`src/rtl/clock_pkg.sv`:
```
//------------------------------------------------------------------------------
// clock_pkg -- shared widths, limits and FSM states for the timekeeping core
// Rev 1.0
//------------------------------------------------------------------------------
`default_nettype none

package clock_pkg;

   localparam int SEC_W    = 6;
   localparam int MIN_W    = 6;
   localparam int HR_W     = 5;

   localparam int SEC_MAX  = 59;
   localparam int MIN_MAX  = 59;
   localparam int HR24_MAX = 23;
   localparam int HR12_MAX = 12;
   localparam int HR12_MIN = 1;

   typedef enum logic [0:0] {
      RUN = 1'b0,
      SET = 1'b1
   } state_e;

endpackage

`default_nettype wire

```
`src/rtl/wrap_counter.sv`:
```
//------------------------------------------------------------------------------
// wrap_counter -- MIN..MAX counter with clear, increment and wrap indication
// Rev 1.0
//------------------------------------------------------------------------------
`default_nettype none

module wrap_counter #(
   parameter int WIDTH   = 6,
   parameter int MIN     = 0,
   parameter int MAX     = 59,
   parameter int RST_VAL = MIN
) (
   input  logic             i_clk,
   input  logic             i_reset_n,
   input  logic             i_en,
   input  logic             i_inc,
   input  logic             i_clr,
   output logic [WIDTH-1:0] o_value,
   output logic             o_wrap
);

   localparam logic [WIDTH-1:0] MIN_V = WIDTH'(MIN);
   localparam logic [WIDTH-1:0] MAX_V = WIDTH'(MAX);
   localparam logic [WIDTH-1:0] RST_V = WIDTH'(RST_VAL);

   logic [WIDTH-1:0] value_q, value_d;
   logic             at_max;

   assign at_max  = (value_q == MAX_V);
   assign o_wrap  = i_inc & at_max;
   assign o_value = value_q;

   always_comb begin
      value_d = value_q;
      if (i_en) begin
         if (i_clr) begin
            value_d = MIN_V;
         end else if (i_inc) begin
            value_d = at_max ? MIN_V : value_q + 1'b1;
         end
      end
   end

   always_ff @(posedge i_clk or negedge i_reset_n) begin
      if (!i_reset_n) begin
         value_q <= RST_V;
      end else begin
         value_q <= value_d;
      end
   end

endmodule

`default_nettype wire

```
`src/rtl/clock_time_counter.sv`:
```
//------------------------------------------------------------------------------
// clock_time_counter -- seconds/minutes/hours timekeeping with button time-set
// Rev 1.0
//------------------------------------------------------------------------------
`default_nettype none

module clock_time_counter
   import clock_pkg::*;
#(
   parameter int HOUR_24 = 1
) (
   input  logic             i_clk,
   input  logic             i_reset_n,
   input  logic             i_en,
   input  logic             i_1hz_stb,
   input  logic             i_set_stb,
   input  logic             i_set_hours,
   input  logic             i_set_minutes,
   output logic [SEC_W-1:0] o_seconds,
   output logic [MIN_W-1:0] o_minutes,
   output logic [HR_W-1:0]  o_hours,
   output logic             o_pm,
   output logic             o_tick
);

   localparam logic            IS_24   = (HOUR_24 != 0);
   localparam int              HR_LO   = IS_24 ? 0 : HR12_MIN;
   localparam int              HR_HI   = IS_24 ? HR24_MAX : HR12_MAX;
   localparam int              HR_RST  = IS_24 ? 0 : HR12_MAX;
   localparam logic [HR_W-1:0] PM_HOUR = HR_W'(11);

   state_e           state_q, state_d;
   logic             set_hours_q, set_minutes_q;
   logic             pm_q, pm_d;
   logic             tick_q, tick_d;
   logic [SEC_W-1:0] sec;
   logic [MIN_W-1:0] min_v;
   logic [HR_W-1:0]  hr;
   logic             sec_wrap, min_wrap, hr_wrap;
   logic             any_held, rise_h, rise_m, set_mode;
   logic             run_stb, set_cyc;
   logic             sec_inc, sec_clr, min_inc, hr_inc;

   assign any_held = i_set_hours | i_set_minutes;
   assign rise_h   = i_set_hours & ~set_hours_q;
   assign rise_m   = i_set_minutes & ~set_minutes_q;
   // A held button already counts as setting in the cycle that enters SET.
   assign set_mode = (state_q == SET) | any_held;
   assign run_stb  = i_en & ~set_mode & i_1hz_stb;
   assign set_cyc  = i_en & set_mode;

   assign sec_inc  = run_stb;
   assign sec_clr  = set_cyc;
   assign min_inc  = (run_stb & sec_wrap) |
                     (set_cyc & i_set_minutes & (rise_m | i_set_stb));
   assign hr_inc   = (run_stb & min_wrap) |
                     (set_cyc & i_set_hours & (rise_h | i_set_stb));

   always_comb begin
      state_d = state_q;
      if (i_en) begin
         case (state_q)
            RUN:     if (any_held)  state_d = SET;
            SET:     if (!any_held) state_d = RUN;
            default: state_d = RUN;
         endcase
      end
   end

   always_comb begin
      tick_d = sec_inc | (sec_clr & (sec != '0)) | min_inc | hr_inc;
      // PM flips on 11->12 and, in 24h mode, back on the 23->0 wrap.
      pm_d   = pm_q ^ ((hr_inc & (hr == PM_HOUR)) | (IS_24 & hr_wrap));
   end

   always_ff @(posedge i_clk or negedge i_reset_n) begin
      if (!i_reset_n) begin
         state_q       <= RUN;
         set_hours_q   <= 1'b0;
         set_minutes_q <= 1'b0;
         pm_q          <= 1'b0;
         tick_q        <= 1'b0;
      end else begin
         set_hours_q   <= i_set_hours;
         set_minutes_q <= i_set_minutes;
         state_q       <= state_d;
         pm_q          <= pm_d;
         tick_q        <= tick_d;
      end
   end

   wrap_counter #(.WIDTH(SEC_W), .MIN(0), .MAX(SEC_MAX), .RST_VAL(0)) u_sec (
      .i_clk     (i_clk),
      .i_reset_n (i_reset_n),
      .i_en      (i_en),
      .i_inc     (sec_inc),
      .i_clr     (sec_clr),
      .o_value   (sec),
      .o_wrap    (sec_wrap)
   );

   wrap_counter #(.WIDTH(MIN_W), .MIN(0), .MAX(MIN_MAX), .RST_VAL(0)) u_min (
      .i_clk     (i_clk),
      .i_reset_n (i_reset_n),
      .i_en      (i_en),
      .i_inc     (min_inc),
      .i_clr     (1'b0),
      .o_value   (min_v),
      .o_wrap    (min_wrap)
   );

   wrap_counter #(.WIDTH(HR_W), .MIN(HR_LO), .MAX(HR_HI), .RST_VAL(HR_RST)) u_hr (
      .i_clk     (i_clk),
      .i_reset_n (i_reset_n),
      .i_en      (i_en),
      .i_inc     (hr_inc),
      .i_clr     (1'b0),
      .o_value   (hr),
      .o_wrap    (hr_wrap)
   );

   assign o_seconds = sec;
   assign o_minutes = min_v;
   assign o_hours   = hr;
   assign o_pm      = pm_q;
   assign o_tick    = tick_q;

endmodule

`default_nettype wire

```
`config.mk`:
```
export PLATFORM = sky130hd
export DESIGN_NAME = clock_time_counter
export DESIGN_NICKNAME = d
export VERILOG_FILES = /design/src/rtl/clock_pkg.sv /design/src/rtl/wrap_counter.sv /design/src/rtl/clock_time_counter.sv
export SDC_FILE = /design/constraint.sdc
export NUM_CORES = 1
export LEC_CHECK = 0
export ABC_CLOCK_PERIOD_IN_PS = 3800
export BUFFER_PORTS_ARGS = -buffer_cell sky130_fd_sc_hd__buf_4
export CAP_MARGIN = 30
export CORE_MARGIN = 3
export CORE_UTILIZATION = 45
export DETAILED_ROUTE_END_ITERATION = 6
export PLACE_DENSITY = 0.79
export RECOVER_POWER = 25
export SYNTH_ARGS = -nofsm -noshare
export SYNTH_HDL_FRONTEND = slang
export SYNTH_SLANG_ARGS = --single-unit
```
`constraint.sdc`:
```
create_clock -name i_clk -period 3.8 [get_ports i_clk]
set_input_delay 0.19 -clock i_clk [delete_from_list [all_inputs] [get_ports i_clk]]
set_output_delay 0.19 -clock i_clk [all_outputs]
set_load 0.01 [all_outputs]
```
==> metrics <==
RSZ-0062 raised after global routing=false; Worst Path Arrival=2.29 ns; Tcrit/Tclk final=0.5448; hold path cells=1; Post-synth top flop=dfrtp_1; Final Hold Violating Endpoints=0; vias in the first global route=948; DRC violations left=0; Num CTS Buffers=3; worst-path cell chain=dlygate4sd3_1 > buf_4 > nor3_2 > nand3_2 > o41ai_4 > nand4_1 > mux2_1; Period minus WS final=2.070 ns; Skew-Pair Late Insertion Delay=0.32 ns; Synth Net Count=131; dpl hpwl=1.802 mm; area grow syn2layout=23.48%; CTS tree=done; DR vias=1012; Pwr Density=559.4 mW/mm²; Sum Neg Setup Slack=0 ns; worst slew pin tran=1.185 ns; Synth Instances=120; Top delay family on crit path=buffers and inverters; CP Launch Point=i_set_hours; Max Fanout on Critical Path=7; P_leak=0.6866 nW; Initial DRC Count=33; count leader, synth=dfrtp_1; CTS root buf=clkbuf_4; post-DR wirelength/cell=13.76 µm; crit start category=primary input; gr ovfl total=0; Hold Crit Class=primary input to flop; Min-Delay Startpoint=i_set_minutes; total of max-cap violations=0; # clock sinks=22; reg2reg end=u_min.o_value[2]$_DFFE_PN0P_; ranking of synthesized cells by area=dfrtp_1, o21ai_0, nand2_1; share of layout cells above drive strength 1=0.2416; reg-to-reg critical path startpoint=u_sec.o_value[0]$_DFFE_PN0P_; post-route ant nets=0; Die Y=57.04 µm; hold path endpoint=set_minutes_q$_DFF_PN0_; vias per inst=5.718; most frequent cells after synthesis=dfrtp_1, nand2_1, o21ai_0, nand3_1, nor2_1; final WL=2.436 mm; top-level I/O count=26; Reg2Reg Depth=6; setup ws final=1.730 ns; Clock Path Buffers=2; WP buf/inv=2; Worst Path Class, Setup=primary input to flop; Crit-path slowest cell=dlygate4sd3_1; first-pass GRT wire length=4.181 mm; #FFs+latches synth=22; Initial Util=0.5011; register area share after synthesis=0.4696; Yosys cell types=40; fin nets=161; num rows=17; maximum number of pins on one net before global-route repair=23; total track usage=0.1601; Critical Path RT=4.02 ns; die width=57.04 µm; status=completed; max_slew headroom=0.2100; flop2flop setup slack=1.84 ns; syn avg cell area=9.770 µm²; DRT Pass-1 Iters=4; Finish-stage setup viols=0; Synth warnings=0; worst clock skew=0.007441 ns; Antenna diodes=0; post_cts resized=0; biggest cell delay along the critical path=0.54 ns; area share of the largest cell type after synthesis=0.4696; Core Region=0.002340 mm²; EDFF count, synth=0; # H-tree levels=1; Clock transition at path regs=0.13 ns; setup slack at placement=1.843 ns; DIE AREA=0.003254 mm²; CP Capture Type=flop; Synth Cell Area=0.001172 mm²; number of port buffers=25; fmax=483.0 MHz; GP Congestion=0.8070; ys async rst share=1.000; dominant cell type by area after synthesis=dfrtp_1; final slew viol count=0; initial antenna violation count=0; worst vdd ir=0.4192 mV
metal layers:
layer / global-route usage / wire, µm
met2: 0.2545 / 1178
met4: 0.06954 / 34
met3: 0.02941 / 109
met5: 0 / 0
met1: 0.2131 / 1114
power by group:
group,switching [mW],internal [mW]
clock network,0.0760,0.107
logic,0.119,0.132
registers,0.0856,0.291
sequential cells by signal, summed over array words and instances, names as in the netlist:
name	count
set_hours_q	1
state_q	1
o_tick	1
u_hr.o_value	5
o_pm	1
set_minutes_q	1
u_sec.o_value	6
u_min.o_value	6
placed cells by master, fill, tap and decap left out, types with 2 or more instances in the layout:
cell | synthesis | final
inv_1 | 5 | 5
a21o_1 | 2 | 2
clkbuf_4 | 0 | 3
nand3_1 | 9 | 9
clkbuf_1 | 0 | 2
dfrtp_1 | 22 | 22
o211ai_1 | 2 | 2
a21oi_1 | 2 | 2
nand2b_1 | 2 | 2
a21boi_0 | 2 | 2
nand4_1 | 4 | 4
dlygate4sd3_1 | 0 | 2
nand2_1 | 15 | 15
o21ai_0 | 13 | 13
ha_1 | 4 | 4
nor3_1 | 2 | 2
buf_4 | 1 | 23
nor2_1 | 6 | 6
a31oi_1 | 3 | 3
mux2_2 | 2 | 2
xnor2_1 | 2 | 2
per-stage QoR:
step	cell area, µm²	instances	power (mW)	utilization	hold WS (ns)
2_1_floorplan	1172	120	0.5037	-	-0.1056
3_3_place_gp	1383	171	0.6200	0.5909	0.09270
3_5_place_dp	1383	171	0.6342	0.5909	0.09756
4_1_cts	1455	177	0.8189	0.6219	0.01039
5_1_grt	1448	177	0.8701	0.6187	0.08113
6_report	1448	177	0.8099	0.6187	0.07392
area by class of cell:
type	instances	area, µm²
sequential	22	550.5
multi-input combinational	91	590.6
clock inverter	1	30.03
timing repair buffer	27	200.2
fill	201	892.1
tap	28	35.03
clock buffer	3	22.52
inverter	5	18.77
what timing repair did:
action | in CTS | in global routing
hold buffers | 2 | 0
hold endpoints to repair | 23 | 0
buffers inserted | 0 | 0
worst max-delay path by stage:
stage	slack, ns	to	cells past startpoint
6_report	1.73	u_hr.o_value[3]$_DFFE_PN0P_	7
5_1_grt	1.61	u_min.o_value[2]$_DFFE_PN0P_	6
4_1_cts	1.73	u_hr.o_value[3]$_DFFE_PN0P_	7
3_5_place_dp	1.84	u_hr.o_value[3]$_DFFE_PN0P_	5
3_3_place_gp	1.91	u_hr.o_value[3]$_DFFE_PN0P_	6
2_1_floorplan	1.95	u_hr.o_value[3]$_DFFE_PN0P_	6
cells by family (layout without fill, tap and decap cells):
kind of cell	count (synthesis)	after routing	share of synthesized area
muxes	4	4	0.03735
and+or+nand+nor	49	49	0.2167
buffers and inverters	7	36	0.02668
adders and majority gates	4	4	0.04269
AOI/OAI and AO/OA	32	32	0.1921
DFF	22	22	0.4696
xor gates and xnor gates	2	2	0.01494
(Power assumes the default switching activity.)
